`config.mk`:
```
export PLATFORM = sky130hd
export DESIGN_NAME = twiddle_seq_ctrl_flat
export DESIGN_NICKNAME = d
export VERILOG_FILES = /design/src/rtl/twiddle_seq_ctrl_pkg.sv /design/src/rtl/twiddle_seq_ctrl_if.sv /design/src/rtl/twiddle_seq_ctrl_phase_acc.sv /design/src/rtl/twiddle_seq_ctrl.sv /design/src/flat_wrapper.sv
export SDC_FILE = /design/constraint.sdc
export NUM_CORES = 1
export LEC_CHECK = 0
export BUFFER_PORTS_ARGS = -buffer_cell sky130_fd_sc_hd__buf_2
export CAP_MARGIN = 20
export CORE_ASPECT_RATIO = 1.1
export CORE_UTILIZATION = 35
export CTS_BUF_LIST = sky130_fd_sc_hd__clkbuf_4 sky130_fd_sc_hd__clkbuf_8 sky130_fd_sc_hd__clkbuf_16
export CTS_CLUSTER_DIAMETER = 200
export DETAILED_ROUTE_END_ITERATION = 6
export HOLD_SLACK_MARGIN = 0.08
export PLACE_DENSITY = 0.64
export SETUP_SLACK_MARGIN = 0.1
export SYNTH_ARGS = -nofsm -noshare
export SYNTH_HDL_FRONTEND = slang
export SYNTH_HIERARCHICAL = 1
export SYNTH_SLANG_ARGS = --single-unit
```
`constraint.sdc`:
```
create_clock -name clk -period 2.9 [get_ports clk]
set_input_delay 0.58 -clock clk [delete_from_list [all_inputs] [get_ports clk]]
set_output_delay 0.58 -clock clk [all_outputs]
set_load 0.02 [all_outputs]
```
`src/rtl/twiddle_seq_ctrl_pkg.sv`:
```
// Shared types and helpers for the twiddle-weight sequencer (single-bin DFT path).
package fft_ctrl_pkg;

    typedef enum logic [1:0] {
        ST_IDLE  = 2'd0,
        ST_RUN   = 2'd1,
        ST_DRAIN = 2'd2
    } seq_state_t;

    localparam logic CFG_SEL_RE = 1'b0;
    localparam logic CFG_SEL_IM = 1'b1;

    // Address width for a table of the given depth; never narrower than one bit.
    function automatic int addr_w(input int depth);
        return (depth > 1) ? $clog2(depth) : 1;
    endfunction

endpackage

```
`src/rtl/twiddle_seq_ctrl_if.sv`:
```
// Sample-in / weighted-sample-out stream bundle of twiddle_seq_ctrl.
interface twiddle_seq_ctrl_if #(
    parameter int WIDTH    = 32,
    parameter int SAMPLE_W = 16
);
    logic                s_valid;
    logic                s_ready;
    logic [SAMPLE_W-1:0] s_data;
    logic                m_valid;
    logic                m_ready;
    logic [SAMPLE_W-1:0] m_data;
    logic [WIDTH-1:0]    m_w_re;
    logic [WIDTH-1:0]    m_w_im;
    logic                m_last;

    modport slave (
        input  s_valid, s_data, m_ready,
        output s_ready, m_valid, m_data, m_w_re, m_w_im, m_last
    );

    modport master (
        output s_valid, s_data, m_ready,
        input  s_ready, m_valid, m_data, m_w_re, m_w_im, m_last
    );
endinterface

```
`src/rtl/twiddle_seq_ctrl_phase_acc.sv`:
```
// Mod-DEPTH phase accumulator: p advances by bin on every step and wraps below DEPTH.
module twiddle_phase_acc import fft_ctrl_pkg::*; #(
    parameter int DEPTH = 360,
    parameter int AW    = addr_w(DEPTH)
) (
    input  logic          clk,
    input  logic          rst,
    input  logic          clear,
    input  logic          step,
    input  logic [AW-1:0] bin,
    output logic [AW-1:0] p
);
    localparam logic [AW:0]   DEPTH_X  = (AW+1)'(DEPTH);
    localparam logic [AW-1:0] DEPTH_LO = AW'(DEPTH);

    logic [AW-1:0] r_p;
    logic [AW:0]   w_sum;
    logic [AW-1:0] w_next;

    // Sum kept one bit wider so the wrap compare sees the true value; p, bin < DEPTH
    // means a single subtraction always lands back in range.
    assign w_sum  = {1'b0, r_p} + {1'b0, bin};
    assign w_next = (w_sum >= DEPTH_X) ? (w_sum[AW-1:0] - DEPTH_LO) : w_sum[AW-1:0];

    // Phase register.
    always_ff @(posedge clk) begin
        if (rst) begin
            r_p <= '0;
        end else if (clear) begin
            r_p <= '0;
        end else if (step) begin
            r_p <= w_next;
        end else begin
            r_p <= r_p;
        end
    end

    assign p = r_p;
endmodule

```
`src/rtl/twiddle_seq_ctrl.sv`:
```
// Twiddle-weight RAM controller: streams one DFT bin, pairing each sample with
// weight (bin*n) mod DEPTH; hands the RAM write port to cfg while idle.
module twiddle_seq_ctrl import fft_ctrl_pkg::*; #(
    parameter int WIDTH    = 32,
    parameter int DEPTH    = 360,
    parameter int SAMPLE_W = 16,
    parameter int AW       = addr_w(DEPTH)
) (
    input  logic                 clk,
    input  logic                 rst,
    input  logic                 start,
    input  logic [AW-1:0]        bin,
    output logic                 busy,
    output logic                 done,
    output logic                 err,
    twiddle_seq_ctrl_if.slave    strm,
    input  logic                 cfg_valid,
    output logic                 cfg_ready,
    input  logic                 cfg_sel,
    input  logic [AW-1:0]        cfg_addr,
    input  logic [WIDTH-1:0]     cfg_data,
    output logic [AW-1:0]        ram_addr,
    output logic                 ram_we_re,
    output logic                 ram_we_im,
    output logic [WIDTH-1:0]     ram_wdata,
    input  logic [WIDTH-1:0]     ram_re_rdata,
    input  logic [WIDTH-1:0]     ram_im_rdata
);
    localparam logic [1:0]    S_IDLE  = ST_IDLE;
    localparam logic [1:0]    S_RUN   = ST_RUN;
    localparam logic [1:0]    S_DRAIN = ST_DRAIN;
    localparam logic [AW:0]   DEPTH_X = (AW+1)'(DEPTH);
    localparam logic [AW-1:0] N_LAST  = AW'(DEPTH - 1);

    logic [1:0]          r_state;
    logic [AW-1:0]       r_bin;
    logic [AW-1:0]       r_n;
    logic                r_done;
    logic                r_err;
    logic                r_m_valid;
    logic                r_m_last;
    logic [SAMPLE_W-1:0] r_m_data;
    logic [WIDTH-1:0]    r_m_w_re;
    logic [WIDTH-1:0]    r_m_w_im;

    logic          w_idle, w_run;
    logic          w_bin_ok, w_clear;
    logic          w_cfg_ready, w_cfg_fire;
    logic          w_s_ready, w_s_fire, w_m_fire;
    logic [AW-1:0] w_p;

    assign w_idle      = (r_state == S_IDLE);
    assign w_run       = (r_state == S_RUN);
    assign w_bin_ok    = ({1'b0, bin} < DEPTH_X);
    assign w_clear     = w_idle && start && w_bin_ok;
    // start has priority over a reload in the same cycle
    assign w_cfg_ready = w_idle && !start;
    assign w_cfg_fire  = w_cfg_ready && cfg_valid;
    assign w_s_ready   = w_run && (!r_m_valid || strm.m_ready);
    assign w_s_fire    = w_s_ready && strm.s_valid;
    assign w_m_fire    = r_m_valid && strm.m_ready;

    twiddle_phase_acc #(.DEPTH(DEPTH), .AW(AW)) u_phase (
        .clk   (clk),
        .rst   (rst),
        .clear (w_clear),
        .step  (w_s_fire),
        .bin   (r_bin),
        .p     (w_p)
    );

    // Frame sequencing, sample index and status pulses.
    always_ff @(posedge clk) begin
        if (rst) begin
            r_state <= S_IDLE;
            r_bin   <= '0;
            r_n     <= '0;
            r_done  <= 1'b0;
            r_err   <= 1'b0;
        end else begin
            r_done <= 1'b0;
            r_err  <= 1'b0;
            case (r_state)
                S_IDLE: begin
                    if (start && w_bin_ok) begin
                        r_bin   <= bin;
                        r_n     <= '0;
                        r_state <= S_RUN;
                    end else if (start) begin
                        r_err <= 1'b1;
                    end else begin
                        r_state <= S_IDLE;
                    end
                end
                S_RUN: begin
                    if (w_s_fire) begin
                        r_n <= r_n + AW'(1);
                        if (r_n == N_LAST) begin
                            r_state <= S_DRAIN;
                        end else begin
                            r_state <= S_RUN;
                        end
                    end else begin
                        r_state <= S_RUN;
                    end
                end
                S_DRAIN: begin
                    if (w_m_fire && r_m_last) begin
                        r_state <= S_IDLE;
                        r_done  <= 1'b1;
                    end else begin
                        r_state <= S_DRAIN;
                    end
                end
                default: r_state <= S_IDLE;
            endcase
        end
    end

    // One-deep output register; a capture in the same cycle as a handshake keeps valid high.
    always_ff @(posedge clk) begin
        if (rst) begin
            r_m_valid <= 1'b0;
            r_m_last  <= 1'b0;
            r_m_data  <= '0;
            r_m_w_re  <= '0;
            r_m_w_im  <= '0;
        end else if (w_s_fire) begin
            r_m_valid <= 1'b1;
            r_m_last  <= (r_n == N_LAST);
            r_m_data  <= strm.s_data;
            r_m_w_re  <= ram_re_rdata;
            r_m_w_im  <= ram_im_rdata;
        end else if (w_m_fire) begin
            r_m_valid <= 1'b0;
        end else begin
            r_m_valid <= r_m_valid;
        end
    end

    // RAM port steering: reload writes while idle, phase address while running.
    always_comb begin
        ram_addr  = '0;
        ram_we_re = 1'b0;
        ram_we_im = 1'b0;
        ram_wdata = cfg_data;
        if (w_cfg_fire) begin
            ram_addr  = cfg_addr;
            ram_we_re = (cfg_sel == CFG_SEL_RE);
            ram_we_im = (cfg_sel == CFG_SEL_IM);
        end else if (w_run) begin
            ram_addr = w_p;
        end else begin
            ram_addr = '0;
        end
    end

    assign busy         = !w_idle;
    assign done         = r_done;
    assign err          = r_err;
    assign cfg_ready    = w_cfg_ready;
    assign strm.s_ready = w_s_ready;
    assign strm.m_valid = r_m_valid;
    assign strm.m_last  = r_m_last;
    assign strm.m_data  = r_m_data;
    assign strm.m_w_re  = r_m_w_re;
    assign strm.m_w_im  = r_m_w_im;
endmodule
```
`src/flat_wrapper.sv`:
```
// flat-port wrapper written by rule: the top's interface ports become plain ports
module twiddle_seq_ctrl_flat import fft_ctrl_pkg::*;
#(
    parameter int WIDTH    = 32,
    parameter int DEPTH    = 360,
    parameter int SAMPLE_W = 16,
    parameter int AW       = addr_w(DEPTH)
)
  (clk, rst, start, bin, busy, done, err, cfg_valid, cfg_ready, cfg_sel, cfg_addr, cfg_data, ram_addr, ram_we_re, ram_we_im, ram_wdata, ram_re_rdata, ram_im_rdata, strm_s_valid, strm_s_data, strm_m_ready, strm_s_ready, strm_m_valid, strm_m_data, strm_m_w_re, strm_m_w_im, strm_m_last);
  twiddle_seq_ctrl_if #(.WIDTH(WIDTH), .SAMPLE_W(SAMPLE_W)) strm_i ();
  input  logic clk;
  input  logic rst;
  input  logic start;
  input  logic [AW-1:0] bin;
  output logic busy;
  output logic done;
  output logic err;
  input  logic cfg_valid;
  output logic cfg_ready;
  input  logic cfg_sel;
  input  logic [AW-1:0] cfg_addr;
  input  logic [WIDTH-1:0] cfg_data;
  output logic [AW-1:0] ram_addr;
  output logic ram_we_re;
  output logic ram_we_im;
  output logic [WIDTH-1:0] ram_wdata;
  input  logic [WIDTH-1:0] ram_re_rdata;
  input  logic [WIDTH-1:0] ram_im_rdata;
  input wire logic [$bits(strm_i.s_valid)-1:0] strm_s_valid;
  input wire logic [$bits(strm_i.s_data)-1:0] strm_s_data;
  input wire logic [$bits(strm_i.m_ready)-1:0] strm_m_ready;
  output wire logic [$bits(strm_i.s_ready)-1:0] strm_s_ready;
  output wire logic [$bits(strm_i.m_valid)-1:0] strm_m_valid;
  output wire logic [$bits(strm_i.m_data)-1:0] strm_m_data;
  output wire logic [$bits(strm_i.m_w_re)-1:0] strm_m_w_re;
  output wire logic [$bits(strm_i.m_w_im)-1:0] strm_m_w_im;
  output wire logic [$bits(strm_i.m_last)-1:0] strm_m_last;
  assign strm_i.s_valid = strm_s_valid;
  assign strm_i.s_data = strm_s_data;
  assign strm_i.m_ready = strm_m_ready;
  assign strm_s_ready = strm_i.s_ready;
  assign strm_m_valid = strm_i.m_valid;
  assign strm_m_data = strm_i.m_data;
  assign strm_m_w_re = strm_i.m_w_re;
  assign strm_m_w_im = strm_i.m_w_im;
  assign strm_m_last = strm_i.m_last;
  twiddle_seq_ctrl #(.WIDTH(WIDTH), .DEPTH(DEPTH), .SAMPLE_W(SAMPLE_W), .AW(AW)) u_core (.clk(clk), .rst(rst), .start(start), .bin(bin), .busy(busy), .done(done), .err(err), .strm(strm_i), .cfg_valid(cfg_valid), .cfg_ready(cfg_ready), .cfg_sel(cfg_sel), .cfg_addr(cfg_addr), .cfg_data(cfg_data), .ram_addr(ram_addr), .ram_we_re(ram_we_re), .ram_we_im(ram_we_im), .ram_wdata(ram_wdata), .ram_re_rdata(ram_re_rdata), .ram_im_rdata(ram_im_rdata));
endmodule
```
After elaboration in Yosys (flattened, before gate mapping)

Index checks and enable logic that the tools add are counted.

Register bits: 113
Output and inout port bits: 130
Input port bits: 137

Order comparisons: 2
Reductions and logical operators: 21
Eq/ne operators: 6
Add/sub/neg operators: 3
Muxes and demuxes: 18
Bitwise gates (word level): 3

Operator list:

| operator            | number |
|---|---|
| $mux 9              | 5 |
| $pmux 9 s2          | 1 |
| $add 9x9->10        | 1 |
| $ge 10x9->1 const B | 1 |
| $mux 2              | 5 |
| $add 9x1->9 const B | 1 |
| $eq 9x9->1 const B  | 1 |
| $logic_and 1x1->1   | 9 |
| $lt 9x9->1 const B  | 1 |
| $sub 9x9->9 const B | 1 |
| $mux 1              | 6 |
| $pmux 2 s3          | 1 |
| $ne 2x2->1 const B  | 2 |
| $reduce_bool 2->1   | 2 |
| $reduce_or 2->1     | 2 |
| $logic_not 1->1     | 3 |
| $ne 3x3->1 const B  | 1 |
| $not 1->1           | 3 |
| $reduce_and 3->1    | 1 |
| $reduce_or 3->1     | 1 |
| $eq 2x1->1 const B  | 1 |
| $eq 2x2->1 const B  | 1 |
| $logic_not 2->1     | 1 |
| $reduce_and 2->1    | 1 |
| $logic_or 1x1->1    | 1 |

Logic depth before layout (Yosys ltp)

Gate-level depths: netlist (run 1).

Word-level depth: 6
Mapped depth: 9
Gate-level depth less buffers: 9

Cells and area by module

Netlist (run 1), hierarchy kept.

By module, submodules not included:

| module            | sequential area each (µm²) | cells an instance | instances | area an instance (µm²) |
|---|---|---|---|---|
| twiddle_seq_ctrl  | 2082.0                     | 518               | 1         | 4126.5 |
| twiddle_phase_acc | 180.2                      | 116               | 1         | 947.2 |

Worst setup path after synthesis (run 1)

OpenSTA, ideal clock, no wires.

Kind: register to register
From: register u_core.r_bin[0]
To: register u_core.u_phase.r_p[3], in the netlist u_core/u_phase/p[3]
Cell stages (with the launch flop): 10
Arrival: 2375 ps
Period minus slack after synthesis: 2495 ps
Setup slack: 405 ps
Cell sequence: dfxtp_1 -> ha_1 -> fa_1 -> a21o_1 -> a221oi_4 -> a21oi_1 -> xor2_1 -> or2_4 -> a211oi_2 -> a211o_1

Longest elaborated chain between the ends: 3
Elaborated cells on any way between the ends: 4
Classes of those cells: 2 x add/sub; 1 x order compare; 1 x mux

Ends and longest elaborated chain:

| element                                    | RTL line                         | text |
|---|---|---|
| start, declared                            | twiddle_seq_ctrl.sv:36           | `logic [AW-1:0] r_bin;` |
| start signal, assigned                     | twiddle_seq_ctrl.sv:86           | `r_bin <= bin;` |
| $add 9x9->10 *                             | twiddle_seq_ctrl_phase_acc.sv:22 | `assign w_sum = {1'b0, r_p} + {1'b0, bin};` |
| $sub 9x9->9 or $ge 10x9->1 (tied branches) | twiddle_seq_ctrl_phase_acc.sv:23 | `assign w_next = (w_sum >= DEPTH_X) ? (w_sum[AW-1:0] - DEPTH_LO) : w_sum[AW-1:0];` |
| $mux 9 *                                   | twiddle_seq_ctrl_phase_acc.sv:23 |  |
| end signal, assigned                       | twiddle_seq_ctrl_phase_acc.sv:32 | `r_p <= w_next;` |
| end signal, assigned                       | twiddle_seq_ctrl_phase_acc.sv:34 | `r_p <= r_p;` |
| end, declared                              | twiddle_seq_ctrl_phase_acc.sv:16 | `logic [AW-1:0] r_p;` |

Every way passes the cells marked *; elsewhere a longest branch is shown, timed or not.
A chain may end at the register's enable or synchronous reset.

Final worst setup path (run 1)

Same ends and word-level chain as after synthesis.

==> results.json, run 1 <==
{
  "net_count_synth": 783,
  "wl_per_cell_um": 13.2,
  "synth_cells": 634,
  "synth-edff-count": 0,
  "fin_area_mm2": 0.00666,
  "initial_core_util_pct": 36.3,
  "finalHoldViolCount": 0,
  "tritoncts_clock_tree": "done",
  "yosysWarningCount": 6,
  "mapped_cell_area_mm2": 0.00507,
  "cpPeakStageDelay_ps": 420,
  "synth.top_cells.by_area": "sky130_fd_sc_hd__dfxtp_1 45%, sky130_fd_sc_hd__nand2_1 14%, sky130_fd_sc_hd__a21oi_1 11%",
  "result_of_the_run": "complete, no violations",
  "synth.top_cell.area_share_pct": 44.6,
  "worstSetupEndpointType": "flip-flop",
  "worst-endpoint-required_ps": 3200,
  "number_of_antenna_violations_at_the_first_check_in_global_routing": 0,
  "numPortBuffers": 202,
  "vdd_drop_max_uv": 341,
  "cp-start-kind": "flip-flop",
  "r2r_cells": 9,
  "detailed_place.area_mm2": 0.00602,
  "grt_max_degree": 64,
  "synth_area_leader_cell": "sky130_fd_sc_hd__dfxtp_1",
  "numCtsBuffers": 17,
  "floorplan.die_area_mm2": 0.0150,
  "floorplan.io_pins": 267,
  "synth-main-ff-cell": "sky130_fd_sc_hd__dfxtp_1",
  "areaGrowthSynthToFinish_pct": 31.2,
  "grt_setup_unrepaired": "false",
  "dieWidth_um": 117,
  "coreArea_mm2": 0.0140,
  "final_nets": 946,
  "cts.htree.levels": 4,
  "fin_worst_hold_slack_ps": 377,
  "drv_cap": 0,
  "timing.critical_path.fanout_max": 7,
  "min_period_ps": 2620,
  "cp.arrival_ps": 2920,
  "grt_first_pass_wirelength_um": 20600,
  "max_freq_mhz": 382,
  "synth_async_sr_flop_share_pct": 0,
  "finalWorstSetupSlack_ps": 279,
  "clk_root_buffer_cell": "sky130_fd_sc_hd__clkbuf_16",
  "synth_area_per_cell_um2": 8.00,
  "dpl.hpwl_um": 9330,
  "timing.hold.worst.class": "primary input to flip-flop",
  "yosysSeqAreaShare_pct": 44.6,
  "rows": 45,
  "mostFrequentLayoutCell": "sky130_fd_sc_hd__buf_2",
  "total_leakage_power_nw": 2.97,
  "drtIter0Drc": 183,
  "slowest_stage": "sky130_fd_sc_hd__fa_1",
  "vias": 4806,
  "tightest_slew_ps": 756,
  "number_of_buffers_on_the_longest_clock_path": 2,
  "post_route_cells_drive_above_1_share_pct": 32.1,
  "clk-insertion-delay-late_ps": 410,
  "diodes": 0,
  "timing.critical_path.cells": "ha_1 -> fa_1 -> a21o_1 -> a221oi_4 -> a21oi_1 -> xor2_2 -> or2_4 -> a211oi_2 -> a211o_1",
  "first_pass_iters": 4,
  "finalSetupViolCount": 0,
  "antenna_violating_nets_post_route": 0,
  "first_global_vias": 4396,
  "grt-ovfl-total": 0,
  "min_delay_path_depth": 2,
  "finalCritPeriodShare_pct": 90.4,
  "dp_slack_ps": 212,
  "yosys_register_bits": 113,
  "drt-vias-per-instance": 4.82,
  "most_used_cells_in_the_layout_excluding_fill_and_tap_cells": "201 x sky130_fd_sc_hd__buf_2, 191 x sky130_fd_sc_hd__nand2_1, 113 x sky130_fd_sc_hd__dfxtp_1, 107 x sky130_fd_sc_hd__a21oi_1",
  "drc": 0,
  "globalplace.congestion": 0.792,
  "worstSetupPathType": "flip-flop to flip-flop",
  "power.density_mw_per_mm2": 652,
  "num_clock_sinks": 113,
  "timing.slew.headroom_pct": 49.3,
  "wirelength_um": 13200,
  "netlist-cell-type-count": 59,
  "finalSetupTns_ps": 0,
  "layout_skew_ps": 6.15,
  "path_clk_slew_ps": 60,
  "cts_setup_buffers": 0,
  "drv_slew": 0,
  "die_y_um": 128,
  "groute.usage.overall_pct": 17.7
}
==> per-layer routing <==
layer	part of all wire (%)	up-vias	track usage (%)
li1	-	2449	-
met4	2.5	0	8.04
met3	7.6	32	6.05
met5	0	-	0
met1	43	2155	20.6
met2	47	170	29.0
==> flip-flops by register name, indices dropped and copies added, names as in the netlist <==
signal	count
u_core/done	1
u_core/err	1
u_core/r_bin	9
u_core/r_n	9
u_core/r_state	2
u_core/strm.m_data	16
u_core/strm.m_last	1
u_core/strm.m_valid	1
u_core/strm.m_w_im	32
u_core/strm.m_w_re	32
u_core/u_phase/p	9
==> logic make-up (layout without fill, tap and decap cells) <==
family                     count (synthesis)  after routing  synth area share, %
and+or+nand+nor                          260            260                 22.2
AOI/OAI and AO/OA                        161            161                 18.8
DFF                                      113            113                 44.6
buffers and inverters                     72            248                 8.16
adders and majority gates                 12             12                 3.11
xor gates and xnor gates                   9              9                 1.70
muxes                                      7              7                 1.41
==> worst max-delay path, delay by kind of cell (launching register included) <==
family | cells | cell delay, ps
compound gates | 5 | 1050
xor+xnor | 1 | 300
fa+ha+maj | 2 | 650
flops | 1 | 310
simple gates | 1 | 200
==> cell usage after synthesis, types with 4 or more instances <==
library cell / count
sky130_fd_sc_hd__nand3_1: 6
sky130_fd_sc_hd__a21oi_1: 107
sky130_fd_sc_hd__nand2_1: 191
sky130_fd_sc_hd__mux2i_1: 6
sky130_fd_sc_hd__a21o_1: 4
sky130_fd_sc_hd__nor3_1: 7
sky130_fd_sc_hd__a22o_1: 9
sky130_fd_sc_hd__nand4_1: 6
sky130_fd_sc_hd__dfxtp_1: 113
sky130_fd_sc_hd__buf_4: 32
sky130_fd_sc_hd__buf_2: 12
sky130_fd_sc_hd__nand2b_1: 5
sky130_fd_sc_hd__clkbuf_1: 19
sky130_fd_sc_hd__o21ai_0: 15
sky130_fd_sc_hd__o211ai_1: 4
sky130_fd_sc_hd__and2_1: 4
sky130_fd_sc_hd__xor2_1: 5
sky130_fd_sc_hd__nor2_1: 18
sky130_fd_sc_hd__ha_1: 11
==> path summary, 6_finish.rpt <==
path | from | slack [ps] | endpoint
max reg2reg | u_core/r_bin[0]$_SDFFE_PP0P_ | 280 | u_core/u_phase/p[3]$_SDFFE_PP0P_
min | rst | 380 | u_core/r_bin[5]$_SDFFE_PP0P_
max | u_core/r_bin[0]$_SDFFE_PP0P_ | 280 | u_core/u_phase/p[3]$_SDFFE_PP0P_
min reg2reg | u_core/strm.m_w_re[4]$_SDFFE_PP0P_ | 450 | u_core/strm.m_w_re[4]$_SDFFE_PP0P_
==> metrics by stage <==
| step | total power [mW] | std cells | utilization, % |
|---|---|---|---|
| 3_3_place_gp | 2.19 | 966 | 43.1 |
| 4_1_cts | 4.40 | 998 | 47.6 |
| 6_report | 4.34 | 998 | 47.7 |
| 2_1_floorplan | 2.06 | 634 | - |
| 3_5_place_dp | 2.20 | 966 | 43.1 |
| 5_1_grt | 4.52 | 998 | 47.7 |
==> where the power goes <==
group	total (mW)	switching [mW]	internal, mW
clock	2.18	0.724	1.46
combinational	0.513	0.321	0.192
sequential	1.65	0.0326	1.62
==> cell type report <==
class / instances / area [µm²]
sequential: 113 / 2260
clock inverter: 9 / 129
fill: 1435 / 7310
clock buffer: 23 / 495
multi-input combinational: 449 / 2410
inverter: 4 / 15.0
timing repair buffer: 212 / 1110
tap: 188 / 235
==> what timing repair did <==
item | 4_1_cts | 5_1_grt
hold buffers | 0 | 0
gates resized for setup | 0 | 2
setup endpoints to repair | 0 | 4
Note: power is estimated with default switching activity, not from simulation.
==> inputs of run 2 (changes only) <==
--- a/config.mk
+++ b/config.mk
@@ -7,13 +7,13 @@
 export LEC_CHECK = 0
 export BUFFER_PORTS_ARGS = -buffer_cell sky130_fd_sc_hd__buf_2
 export CAP_MARGIN = 20
-export CORE_ASPECT_RATIO = 1.1
+export CORE_ASPECT_RATIO = 1.5
 export CORE_UTILIZATION = 35
 export CTS_BUF_LIST = sky130_fd_sc_hd__clkbuf_4 sky130_fd_sc_hd__clkbuf_8 sky130_fd_sc_hd__clkbuf_16
 export CTS_CLUSTER_DIAMETER = 200
 export DETAILED_ROUTE_END_ITERATION = 6
 export HOLD_SLACK_MARGIN = 0.08
-export PLACE_DENSITY = 0.64
+export PLACE_DENSITY = 0.66
 export SETUP_SLACK_MARGIN = 0.1
 export SYNTH_ARGS = -nofsm -noshare
 export SYNTH_HDL_FRONTEND = slang
==> constraint.sdc (replaced) <==
create_clock -name clk -period 2.2 [get_ports clk]
set_input_delay 0.44 -clock clk [delete_from_list [all_inputs] [get_ports clk]]
set_output_delay 0.44 -clock clk [all_outputs]
set_load 0.02 [all_outputs]
==> run 2 against run 1 <==
- the flow now finishes with violations (setup timing)
- combinational power grew 47%
- sequential share of layout area shrank 1.3 points
- total power up 28%
- final cell count grew 3.7%
- die area barely moved
- hold slack got worse by 110 ps
- first-iteration DRC count is 15% lower
==> results.json, run 2 (same netlist as run 1, synthesis figures left out) <==
{
  "cpPeakStageDelay_ps": 360,
  "timing.critical_path.cells": "ha_4 -> fa_2 -> a21o_1 -> a221oi_4 -> a21oi_2 -> xor2_2 -> or2_4 -> a211oi_2 -> a211o_1",
  "grt_max_degree": 68,
  "tightest_slew_ps": 637,
  "cp.arrival_ps": 2680,
  "power.density_mw_per_mm2": 801,
  "drtIter0Drc": 156,
  "clk_root_buffer_cell": "sky130_fd_sc_hd__clkbuf_16",
  "layout_skew_ps": 11.0,
  "floorplan.io_pins": 267,
  "final_nets": 979,
  "number_of_buffers_on_the_longest_clock_path": 2,
  "max_freq_mhz": 418,
  "first_global_vias": 4616,
  "number_of_antenna_violations_at_the_first_check_in_global_routing": 0,
  "min_period_ps": 2390,
  "vdd_drop_max_uv": 538,
  "slowest_stage": "sky130_fd_sc_hd__a221oi_4",
  "drv_slew": 0,
  "worstSetupEndpointType": "flip-flop",
  "num_clock_sinks": 113,
  "finalSetupTns_ps": -853,
  "total_length_of_routed_met2_wires_um": 7260,
  "die_y_um": 149,
  "rows": 53,
  "r2r_cells": 9,
  "most_used_cells_in_the_layout_excluding_fill_and_tap_cells": "201 x sky130_fd_sc_hd__buf_2, 191 x sky130_fd_sc_hd__nand2_1, 110 x sky130_fd_sc_hd__dfxtp_1, 105 x sky130_fd_sc_hd__a21oi_1, 39 x sky130_fd_sc_hd__buf_4",
  "vias": 4972,
  "grt-ovfl-total": 0,
  "met1_wl_um": 5560,
  "floorplan.die_area_mm2": 0.0150,
  "grt_first_pass_wirelength_um": 22000,
  "globalplace.congestion": 0.803,
  "mostFrequentLayoutCell": "sky130_fd_sc_hd__buf_2",
  "first_pass_iters": 5,
  "fin_worst_hold_slack_ps": 268,
  "finalSetupViolCount": 6,
  "fillCellCount": 1447,
  "drt-vias-per-instance": 4.80,
  "multi_input_comb_area_mm2": 0.00244,
  "report.power.total_mw": 5.55,
  "result_of_the_run": "complete, but fails checks",
  "finalCritPeriodShare_pct": 109,
  "cp_num_buf_inv": 0,
  "area.sequential_mm2": 0.00227,
  "dp_slack_ps": -248,
  "coreArea_mm2": 0.0141,
  "wl_met3_um": 828,
  "timing.critical_path.fanout_max": 5,
  "groute.usage.overall_pct": 18.6,
  "r2r_setup_slack_ps": -190,
  "clk-insertion-delay-late_ps": 400,
  "antenna_violating_nets_post_route": 0,
  "dieWidth_um": 100,
  "initial_core_util_pct": 36.1,
  "cts.htree.levels": 4,
  "total_leakage_power_nw": 3.11,
  "violations": "setup timing",
  "timing.hold.worst.class": "primary input to flip-flop",
  "fin_util_pct": 49.3,
  "cp-start-kind": "flip-flop",
  "min_delay_path_depth": 3,
  "areaGrowthSynthToFinish_pct": 36.6,
  "post_route_cells_drive_above_1_share_pct": 36.2,
  "dpl.hpwl_um": 10200,
  "tritoncts_clock_tree": "done",
  "worstSetupPathType": "flip-flop to flip-flop",
  "worst-endpoint-required_ps": 2490,
  "timing.critical_path.depth": 9,
  "diodes": 0,
  "path_clk_slew_ps": 60,
  "finalWorstSetupSlack_ps": -191,
  "numPortBuffers": 202,
  "grt_setup_unrepaired": "true",
  "cts_hold_buf": 0,
  "numCtsBuffers": 17,
  "wirelength_um": 14100,
  "topRoutingLayerUsed": "met4",
  "timing.slew.headroom_pct": 57.5,
  "timing.critical_path.max_delay_family": "compound AO/OA/AOI/OAI gates",
  "wl_per_cell_um": 13.6,
  "finalHoldViolCount": 0,
  "drv_cap": 0,
  "drc": 0
}
==> run 2: stage by stage <==
stage,instance area (µm²),std cells
2_1_floorplan,5110,634
3_3_place_gp,6310,999
3_5_place_dp,6310,999
4_1_cts,6900,1033
5_1_grt,6930,1035
6_report,6930,1035
==> run 2: worst register-to-register path, cell delays in order (launching register included) <==
cell and delay, ps:
sky130_fd_sc_hd__dfxtp_2 330, sky130_fd_sc_hd__ha_4 160, sky130_fd_sc_hd__fa_2 330, sky130_fd_sc_hd__a21o_1 250
sky130_fd_sc_hd__a221oi_4 360, sky130_fd_sc_hd__a21oi_2 110, sky130_fd_sc_hd__xor2_2 260, sky130_fd_sc_hd__or2_4 200
sky130_fd_sc_hd__a211oi_2 60, sky130_fd_sc_hd__a211o_1 220
==> run 2: final timing paths <==
path | endpoint | start
max | u_core/u_phase/p[3]$_SDFFE_PP0P_ | u_core/u_phase/p[0]$_SDFFE_PP0P_
min reg2reg | u_core/strm.m_w_re[2]$_SDFFE_PP0P_ | u_core/strm.m_w_re[2]$_SDFFE_PP0P_
min | u_core/strm.m_data[8]$_SDFFE_PP0P_ | strm_s_data[8]
max reg2reg | u_core/u_phase/p[3]$_SDFFE_PP0P_ | u_core/u_phase/p[0]$_SDFFE_PP0P_
==> run 2: repair_timing <==
action | CTS | global route
pin swaps | 8 | 3
hold endpoints to repair | 0 | 0
endpoints found under the setup margin | 16 | 16
gates resized for setup | 6 | 4
setup buffers | 2 | 2
==> run 2: routing by layer <==
layer | GRT usage (%) | vias to the layer above
met2 | 32.5 | 161
met1 | 20.3 | 2260
met4 | 8.91 | 0
met3 | 5.60 | 43
li1 | - | 2508
met5 | 0 | -
==> run 2: final cells by class <==
type / instances / area share, %
Clock inverter: 13 / 1.82
Timing Repair Buffer: 245 / 20.1
Clock buffer: 19 / 6.44
Inverter: 4 / 0.217
Tap cell: 192 / 3.47
Multi-Input combinational cell: 449 / 35.3
Sequential cell: 113 / 32.7
==> run 2: report_power, final <==
group / switching (mW) / leakage (nW) / internal, mW
Clock: 1.01 / 0.270 / 1.61
Combinational: 0.447 / 1.92 / 0.309
Sequential: 0.0443 / 0.919 / 2.13
Total: 1.50 / 3.11 / 4.05
